===== config.mk =====
export PLATFORM = sky130hd
export DESIGN_NAME = spu_load_store_unit
export DESIGN_NICKNAME = d
export VERILOG_FILES = /design/src/rtl/spu_load_store_unit.sv
export SDC_FILE = /design/constraint.sdc
export NUM_CORES = 1
export LEC_CHECK = 0
export ABC_AREA = 1
export BUFFER_PORTS_ARGS = -buffer_cell sky130_fd_sc_hd__buf_2
export CORE_AREA = 2 2 237 239
export DETAILED_ROUTE_END_ITERATION = 16
export DIE_AREA = 0 0 239 241
export GPL_ROUTABILITY_DRIVEN = 1
export PLACE_DENSITY = 0.43
export SETUP_SLACK_MARGIN = 0.3
export SLEW_MARGIN = 25
export SYNTH_ARGS = -nofsm -noshare
export SYNTH_HDL_FRONTEND = slang
export SYNTH_SLANG_ARGS = --single-unit

===== constraint.sdc =====
create_clock -name i_clk -period 1.75 [get_ports i_clk]
set_input_delay 0.0875 -clock i_clk [delete_from_list [all_inputs] [get_ports i_clk]]
set_output_delay 0.0875 -clock i_clk [all_outputs]
set_load 0.02 [all_outputs]

===== src/rtl/spu_load_store_unit.sv =====
// Quadword load/store issue stage in front of the SPU data memory; one operation in flight.
// Optional macro LSU_RANGE_CHK_EN suppresses strobes for out-of-range addresses and flags rsp_err.
module spu_load_store_unit #(
  parameter int unsigned LS_DEPTH = 2001,
  parameter int unsigned TAG_W    = 7
) (
  input  logic             i_clk,
  input  logic             i_rst,
  input  logic             i_req_valid,
  output logic             o_req_ready,
  input  logic             i_req_store,
  input  logic [31:0]      i_req_base,
  input  logic [9:0]       i_req_offset,
  input  logic [127:0]     i_req_wdata,
  input  logic [TAG_W-1:0] i_req_tag,
  output logic             o_rsp_valid,
  input  logic             i_rsp_ready,
  output logic             o_rsp_store,
  output logic [127:0]     o_rsp_data,
  output logic [TAG_W-1:0] o_rsp_tag,
  output logic             o_rsp_err,
  output logic [31:0]      o_mem_address,
  output logic [127:0]     o_mem_write_data,
  output logic             o_mem_write,
  output logic             o_mem_read,
  input  logic [127:0]     i_mem_read_data
);

`ifdef LSU_RANGE_CHK_EN
  localparam bit RangeChk = 1'b1;
`else
  localparam bit RangeChk = 1'b0;
`endif

  typedef enum logic [1:0] {StIdle, StIssue, StWait, StResp} state_e;

  state_e             r_state;
  logic               r_req_ready;
  logic               r_store;
  logic               r_oor;
  logic [TAG_W-1:0]   r_tag;
  logic               r_rsp_valid;
  logic               r_rsp_store;
  logic [127:0]       r_rsp_data;
  logic [TAG_W-1:0]   r_rsp_tag;
  logic               r_rsp_err;
  logic [31:0]        r_mem_address;
  logic [127:0]       r_mem_write_data;
  logic               r_mem_write;
  logic               r_mem_read;

  logic [31:0]        w_ea;
  logic               w_oor;

  // Offset counts quadwords; the sum wraps modulo 2^32.
  assign w_ea  = (i_req_base + {{18{i_req_offset[9]}}, i_req_offset, 4'b0000}) & 32'hFFFF_FFF0;
  assign w_oor = RangeChk && ({4'b0000, w_ea[31:4]} >= LS_DEPTH);

  always_ff @(posedge i_clk) begin
    if (i_rst) begin
      r_state          <= StIdle;
      r_req_ready      <= 1'b0;
      r_store          <= 1'b0;
      r_oor            <= 1'b0;
      r_tag            <= '0;
      r_rsp_valid      <= 1'b0;
      r_rsp_store      <= 1'b0;
      r_rsp_data       <= '0;
      r_rsp_tag        <= '0;
      r_rsp_err        <= 1'b0;
      r_mem_address    <= '0;
      r_mem_write_data <= '0;
      r_mem_write      <= 1'b0;
      r_mem_read       <= 1'b0;
    end else begin
      case (r_state)
        StIdle: begin
          // Ready rises one edge after reset; an accept needs ready already high.
          if (r_req_ready && i_req_valid) begin
            r_req_ready      <= 1'b0;
            r_store          <= i_req_store;
            r_oor            <= w_oor;
            r_tag            <= i_req_tag;
            r_mem_address    <= w_ea;
            r_mem_write_data <= i_req_wdata;
            r_mem_write      <= i_req_store & ~w_oor;
            r_mem_read       <= ~i_req_store & ~w_oor;
            r_state          <= StIssue;
          end else begin
            r_req_ready <= 1'b1;
          end
        end
        StIssue: begin
          r_mem_write <= 1'b0;
          r_mem_read  <= 1'b0;
          if (r_store || r_oor) begin
            r_rsp_valid <= 1'b1;
            r_rsp_store <= r_store;
            r_rsp_data  <= '0;
            r_rsp_tag   <= r_tag;
            r_rsp_err   <= r_oor;
            r_state     <= StResp;
          end else begin
            r_state <= StWait;
          end
        end
        StWait: begin
          r_rsp_valid <= 1'b1;
          r_rsp_store <= 1'b0;
          r_rsp_data  <= i_mem_read_data;
          r_rsp_tag   <= r_tag;
          r_rsp_err   <= 1'b0;
          r_state     <= StResp;
        end
        StResp: begin
          if (i_rsp_ready) begin
            r_rsp_valid <= 1'b0;
            r_req_ready <= 1'b1;
            r_state     <= StIdle;
          end
        end
        default: r_state <= StIdle;
      endcase
    end
  end

  assign o_req_ready      = r_req_ready;
  assign o_rsp_valid      = r_rsp_valid;
  assign o_rsp_store      = r_rsp_store;
  assign o_rsp_data       = r_rsp_data;
  assign o_rsp_tag        = r_rsp_tag;
  assign o_rsp_err        = r_rsp_err;
  assign o_mem_address    = r_mem_address;
  assign o_mem_write_data = r_mem_write_data;
  assign o_mem_write      = r_mem_write;
  assign o_mem_read       = r_mem_read;

endmodule


==> results of run 1 <==
[layout by cell type (no fill, tap or decap), types with 5 or more instances in the layout]
cell           count
buf_16            42
nand2_1          437
xor2_1            11
inv_1            115
o21ai_4            7
clkbuf_16         58
buf_2            600
a21oi_1          155
clkbuf_1          11
nor2_4            49
inv_4              5
ha_1              27
diode_2            5
nor2_1           213
conb_1             5
buf_6             10
o21bai_1          12
o21ai_0           32
dfxtp_1          304
a21oi_2           10
o21ai_1           32
nand3_1           35
nor2_2            53
o21a_1            12
nand2_2           19
buf_12            27
buf_4             55
dlygate4sd3_1    268
nand4_1            6
buf_8              9
o21ai_2           93
[through the flow]
stage / area [µm²] / hold WS (ns) / TNS (ns) / cells
6_report: 23900 / 0.0568 / 0 / 3471
5_1_grt: 23900 / 0.0600 / 0 / 3469
4_1_cts: 22600 / 0.0126 / 0 / 3436
3_5_place_dp: 16900 / 0.315 / -0.986 / 3041
3_3_place_gp: 16900 / 0.307 / -0.972 / 3041
2_1_floorplan: 12800 / 0.222 / 0 / 1769
[flip-flops by register name, indices dropped and copies added, names as in the netlist]
| name | count |
|---|---|
| r_store | 1 |
| o_rsp_data | 128 |
| o_mem_read | 1 |
| o_mem_write_data | 128 |
| o_rsp_valid | 1 |
| o_mem_write | 1 |
| r_tag | 7 |
| o_mem_address | 28 |
| o_req_ready | 1 |
| r_state | 2 |
| o_rsp_tag | 7 |
| o_rsp_store | 1 |
[critical path, delay by kind of cell (launching register included)]
family                     cells  cell delay, ns
AOI/OAI and AO/OA              2            0.26
adders and majority gates      1            0.18
buffers and inverters          4            0.61
DFF                            1            0.35
and+or+nand+nor                1            0.10
[metal layers]
layer / vias up / global-route usage, % / wire [µm]
met5: - / 0 / 0
met4: 0 / 6.69 / 2630
met3: 126 / 4.62 / 4390
met2: 579 / 35.6 / 31600
met1: 7100 / 22.2 / 24200
li1: 7597 / - / -
[area by class of cell]
type / count / area [µm²] / area share (%)
Inverter: 126 / 503 / 2.10
Sequential cell: 306 / 6130 / 25.6
Timing Repair Buffer: 1030 / 8520 / 35.6
Clock inverter: 12 / 109 / 0.455
Clock buffer: 54 / 1070 / 4.48
Antenna cell: 5 / 12.5 / 0.0523
Multi-Input combinational cell: 1234 / 6700 / 28.0
Tap cell: 704 / 881 / 3.68
[worst max-delay path by stage]
stage | end | startpoint | slack [ns]
CTS | o_rsp_data[105] | r_state[0] | 0.16
global route | o_rsp_data[64] | r_state[1] | 0.04
detailed placement | o_mem_address[17] | i_req_offset[9] | -0.15
floorplan | o_rsp_data[0] | r_state[1] | 0.28
global placement | o_mem_address[17] | i_req_offset[9] | -0.15
finish | o_rsp_data[64] | r_state[0] | 0.09
[cells by family after synthesis]
logic type                 count (synthesis)  share of synthesized area, %
buffers and inverters                    229                          7.79
adders and majority gates                 32                          3.20
DFF                                      306                          48.0
xor gates and xnor gates                  14                         0.961
AOI/OAI and AO/OA                        356                          14.5
and+or+nand+nor                          827                          25.5
other                                      1                        0.0294
[power groups by stage]
stage          Combinational [W]  Clock (W)  Sequential (W)
4_1_cts                   0.0133    0.00792         0.00933
3_3_place_gp             0.00958          0         0.00935
3_5_place_dp             0.00957          0         0.00938
6_report                  0.0152    0.00768         0.00946
5_1_grt                   0.0162    0.00820         0.00962
2_1_floorplan            0.00394          0          0.0111
[what timing repair did]
item | CTS | global route
resized for setup | 260 | 253
cloned | 34 | 23
hold buffers | 268 | 0
pin swaps | 21 | 82
setup buffers | 27 | 7
endpoints found under the hold margin | 275 | 0
setup endpoints to repair | 299 | 303
==> flow_metrics.env, run 1 <==
export IMPL_drv_cap=0
export IMPL_outcome="finished, final reports clean"
export IMPL_viasPerCell=4.44
export IMPL_cts_max_level=2
export IMPL_wirelength_um=62800
export IMPL_core_um2=54900
export IMPL_ff2ff_path_depth=8
export IMPL_grt_max_degree=135
export IMPL_setup_worst_path_end_class="register"
export IMPL_clk_latency_ns=0.55
export IMPL_gr_usage_all_layers_pct=19.5
export IMPL_cts_tree="built"
export IMPL_synthFlopType="dfxtp_1"
export IMPL_worstMarginPinSlew_ns=0.751
export IMPL_wl_per_cell_um=18.1
export IMPL_skew_ns=0.0157
export IMPL_numClockSinks=306
export IMPL_place_congestion=0.827
export IMPL_arrival_ns=2.05
export IMPL_clk_pin_slew_ns=0.05
export IMPL_io_buffers=601
export IMPL_synth_distinct_cells=36
export IMPL_hp_start="i_req_offset[1]"
export IMPL_ios=611
export IMPL_final_hold_viol_count=0
export IMPL_holdPathStages=4
export IMPL_final_antenna_net_count=0
export IMPL_yosysTopAreaCell="dfxtp_1"
export IMPL_p_seq_share_pct=29.3
export IMPL_die_w_um=239
export IMPL_drtIter0Drc=635
export IMPL_synth_avg_cell_area_um2=7.23
export IMPL_ir_drop_v=0.000788
export IMPL_dr_total_vias=15402
export IMPL_p_clk_share_pct=23.7
export IMPL_yosysSeqAreaShare_pct=48.0
export IMPL_fin_crit_ns=1.66
export IMPL_overflow=0
export IMPL_sw_frac_of_total_pct=38.7
export IMPL_critPathRequiredTime_ns=2.14
export IMPL_ff2ff_setup_slack_ns=0.09
export IMPL_synth_top_area_share_pct=48.0
export IMPL_fin_ws_ns=0.0870
export IMPL_synth_most_common_cell="nand2_1"
export IMPL_dp_hpwl_um=38300
export IMPL_cts_buffers=39
export IMPL_slowest_stage="dfxtp_4"
export IMPL_finalCritPeriodShare_pct=95.0
export IMPL_hp_class="in2reg"
export IMPL_p_per_area_nw_per_um2=1350
export IMPL_ys_warnings_count=0
export IMPL_rsz0062_at_grt="true"
export IMPL_final_util_pct=43.6
export IMPL_antenna_found_initial=4
export IMPL_power_w=0.0323
export IMPL_synth_edff_count=0
export IMPL_critPathMaxFanout=10
export IMPL_rows=86
export IMPL_grt_first_pass_wirelength_um=86400
export IMPL_fillCellCount=5383
export IMPL_p_int_w=0.0198
export IMPL_r2r_start="r_state[0]"
export IMPL_clockBufferDepth=3
export IMPL_finalNetCount=3079
export IMPL_crit_path_start_kind="register"
export IMPL_synth_area_um2=12800
export IMPL_p_sw_w=0.0125
export IMPL_drc=0
export IMPL_cts_root_buffer="clkbuf_16"
export IMPL_ys_seq_elements=306
export IMPL_slew_violations=0
export IMPL_p_leak_nw=11.4
export IMPL_ys_async_sr_fraction_pct=0
export IMPL_dieArea_um2=57600
export IMPL_die_h_um=241
export IMPL_cpPeakStageDelay_ns=0.35
export IMPL_reg2reg_to="o_rsp_data[64]"
export IMPL_share_comb_of_total_power_pct=47.0
export IMPL_grt_pass1_vias=14922
export IMPL_drive_gt1_share_pct=39.0
export IMPL_setup_violations=0
export IMPL_synth_area_leaders="dfxtp_1, nand2_1, nor2_1"
export IMPL_yosys_top_cells_count="nand2_1, nor2_1, dfxtp_1, a21oi_1, o21ai_0"
export IMPL_dp_worst_setup_slack_ns=-0.153
export IMPL_hold_path_end="o_mem_address[5]"
export IMPL_synth_cells=1765
export IMPL_max_freq_mhz=601
export IMPL_area_growth_synth_to_final_pct=87.5
export IMPL_dr_pass1_iters=5
export IMPL_setup_worst_path_class="reg2reg"
export IMPL_slew_headroom_pct=49.9
export IMPL_initial_core_util_pct=23.2
export IMPL_crit_chain="buf_6 > ha_4 > o21ai_4 > clkinv_4 > buf_4 > buf_16 > nand2_1 > a21oi_2"
No activity file was read; power rests on OpenSTA's default activity.
==> run 2: changes to the inputs <==
- CTS_BUF_LIST: default -> sky130_fd_sc_hd__clkbuf_4
==> run 2 against run 1 <==
Clock skew is 0.078 ns higher. Critical endpoint is now o_mem_write_data[42]. Highest routed layer unchanged. Maximum frequency down 3.4%. Non-clock buffer count grew 246.
==> flow_metrics.env, run 2 (synthesized netlist as in run 1, its figures left out) <==
export IMPL_final_hold_viol_count=0
export IMPL_r2r_start="r_state[0]"
export IMPL_sw_frac_of_total_pct=38.6
export IMPL_hp_start="i_mem_read_data[115]"
export IMPL_worstMarginPinSlew_ns=0.791
export IMPL_drtIter0Drc=647
export IMPL_rsz0062_at_grt="true"
export IMPL_gr_usage_all_layers_pct=19.5
export IMPL_critPathRequiredTime_ns=2.47
export IMPL_viasPerCell=4.51
export IMPL_share_comb_of_total_power_pct=48.4
export IMPL_grt_max_degree=135
export IMPL_die_h_um=241
export IMPL_max_freq_mhz=581
export IMPL_setup_violations=0
export IMPL_clockBufferDepth=3
export IMPL_rows=86
export IMPL_antenna_found_initial=5
export IMPL_core_um2=54900
export IMPL_slew_headroom_pct=47.3
export IMPL_slew_violations=0
export IMPL_cts_buffers=93
export IMPL_p_per_area_nw_per_um2=1200
export IMPL_finalCritPeriodShare_pct=98.3
export IMPL_p_sw_w=0.0128
export IMPL_clk_latency_ns=0.85
export IMPL_fin_area_um2=27500
export IMPL_p_clk_share_pct=21.5
export IMPL_clk_pin_slew_ns=0.07
export IMPL_finalNetCount=3379
export IMPL_final_antenna_net_count=0
export IMPL_setup_worst_path_end_class="register"
export IMPL_numClockSinks=306
export IMPL_placed_area_um2=16900
export IMPL_drc=0
export IMPL_dr_total_vias=17203
export IMPL_arrival_ns=2.44
export IMPL_wl_per_cell_um=18.2
export IMPL_cts_tree="built"
export IMPL_cts_max_level=3
export IMPL_area_growth_synth_to_final_pct=116
export IMPL_crit_path_start_kind="register"
export IMPL_final_util_pct=50.1
export IMPL_p_leak_nw=12.9
export IMPL_grt_pass1_vias=16391
export IMPL_fin_crit_ns=1.72
export IMPL_dr_pass1_iters=5
export IMPL_dp_hpwl_um=38300
export IMPL_place_congestion=0.827
export IMPL_outcome="finished, final reports clean"
export IMPL_crit_start="r_state[0]"
export IMPL_io_buffers=601
export IMPL_drive_gt1_share_pct=42.9
export IMPL_ir_drop_v=0.000955
export IMPL_p_int_w=0.0203
export IMPL_die_w_um=239
export IMPL_ff2ff_setup_slack_ns=0.03
export IMPL_fillCellCount=4865
export IMPL_drv_cap=0
export IMPL_wirelength_um=69500
export IMPL_skew_ns=0.0935
export IMPL_hp_class="in2reg"
export IMPL_final_common_cell="dlygate4sd3_1"
export IMPL_final_cell_mix="dlygate4sd3_1, nand2_1, buf_2"
export IMPL_ios=611
export IMPL_initial_core_util_pct=23.2
export IMPL_p_seq_share_pct=30.2
export IMPL_setup_worst_path_class="reg2reg"
export IMPL_dieArea_um2=57600
export IMPL_critPathMaxFanout=10
export IMPL_cts_root_buffer="clkbuf_4"
export IMPL_overflow=0
export IMPL_grt_first_pass_wirelength_um=87900
[run 2: cell count changes in the layout (fill, tap and decap cells not counted), sizes merged]
cell / previous run / this run
inv: 129 / 126
clkbuf: 73 / 159
buf: 743 / 731
dlygate4sd3: 268 / 520
clkinvlp: 2 / 1
clkinv: 6 / 29
[run 2: final timing paths]
check	to	cells past startpoint
setup / recovery	o_mem_write_data[42]	10
hold / removal	o_rsp_data[115]	4
setup reg to reg	o_mem_write_data[42]	10
hold reg to reg	o_rsp_data[17]	2
[run 2: critical path, stage by stage, from the launching register on]
cell and delay (ns):
dfxtp_4 0.35, inv_2 0.10, ha_4 0.16, inv_4 0.04, nor2_4 0.13, buf_6 0.13, buf_12 0.16, buf_12 0.15
clkbuf_16 0.16, o21ai_0 0.09, nor2_1 0.17
[run 2: power by group through the flow]
stage                     registers (W)  clock network [W]  logic, W
after detailed placement        0.00938                  0   0.00957
after global placement          0.00935                  0   0.00958
after global routing             0.0101            0.00779    0.0170
after floorplan                  0.0111                  0   0.00394
final                            0.0100            0.00711    0.0160
after CTS                       0.00928            0.00734    0.0117
[run 2: repair_timing]
| item | 4_1_cts | 5_1_grt |
|---|---|---|
| buffers inserted | 15 | 27 |
| endpoints found under the hold margin | 306 | 0 |
| endpoints found under the setup margin | 593 | 595 |
| hold buffers | 520 | 0 |
| resized for setup | 74 | 1083 |
| cloned | 8 | 35 |
| pin swaps | 2 | 37 |
[run 2: layer usage]
metal  vias to the layer above  share of wire (%)  global-route usage, %
met5                         -                  0                      0
met4                         0                5.3                   9.83
met3                       217                8.3                   5.76
met2                       817                 49                   34.1
met1                      7948                 37                   21.6
li1                       8221                  -                      -
[run 2: stage by stage]
step / setup TNS, ns / hold slack (ns) / instances / total power (W) / setup WS (ns)
final: 0 / 0.122 / 3816 / 0.0331 / 0.0289
after floorplan: 0 / 0.222 / 1769 / 0.0151 / 0.281
after detailed placement: -0.986 / 0.315 / 3041 / 0.0190 / -0.153
after global placement: -0.972 / 0.307 / 3041 / 0.0189 / -0.150
after global routing: -0.0514 / 0.0379 / 3816 / 0.0349 / -0.0327
after CTS: 0 / 0.000603 / 3749 / 0.0283 / 0.160
[run 2: cell type report]
type                    instances  area, µm²  share of cell area (%)
repair buffers               1276      12200                    44.3
flip-flops and latches        306       6490                    23.6
multi-input cells            1234       6250                    22.7
clock buffers                 134       1010                    3.66
well taps                     704        881                    3.20
inverters                     126        498                    1.81
clock inverters                31        170                   0.619
diodes                          5       12.5                  0.0455
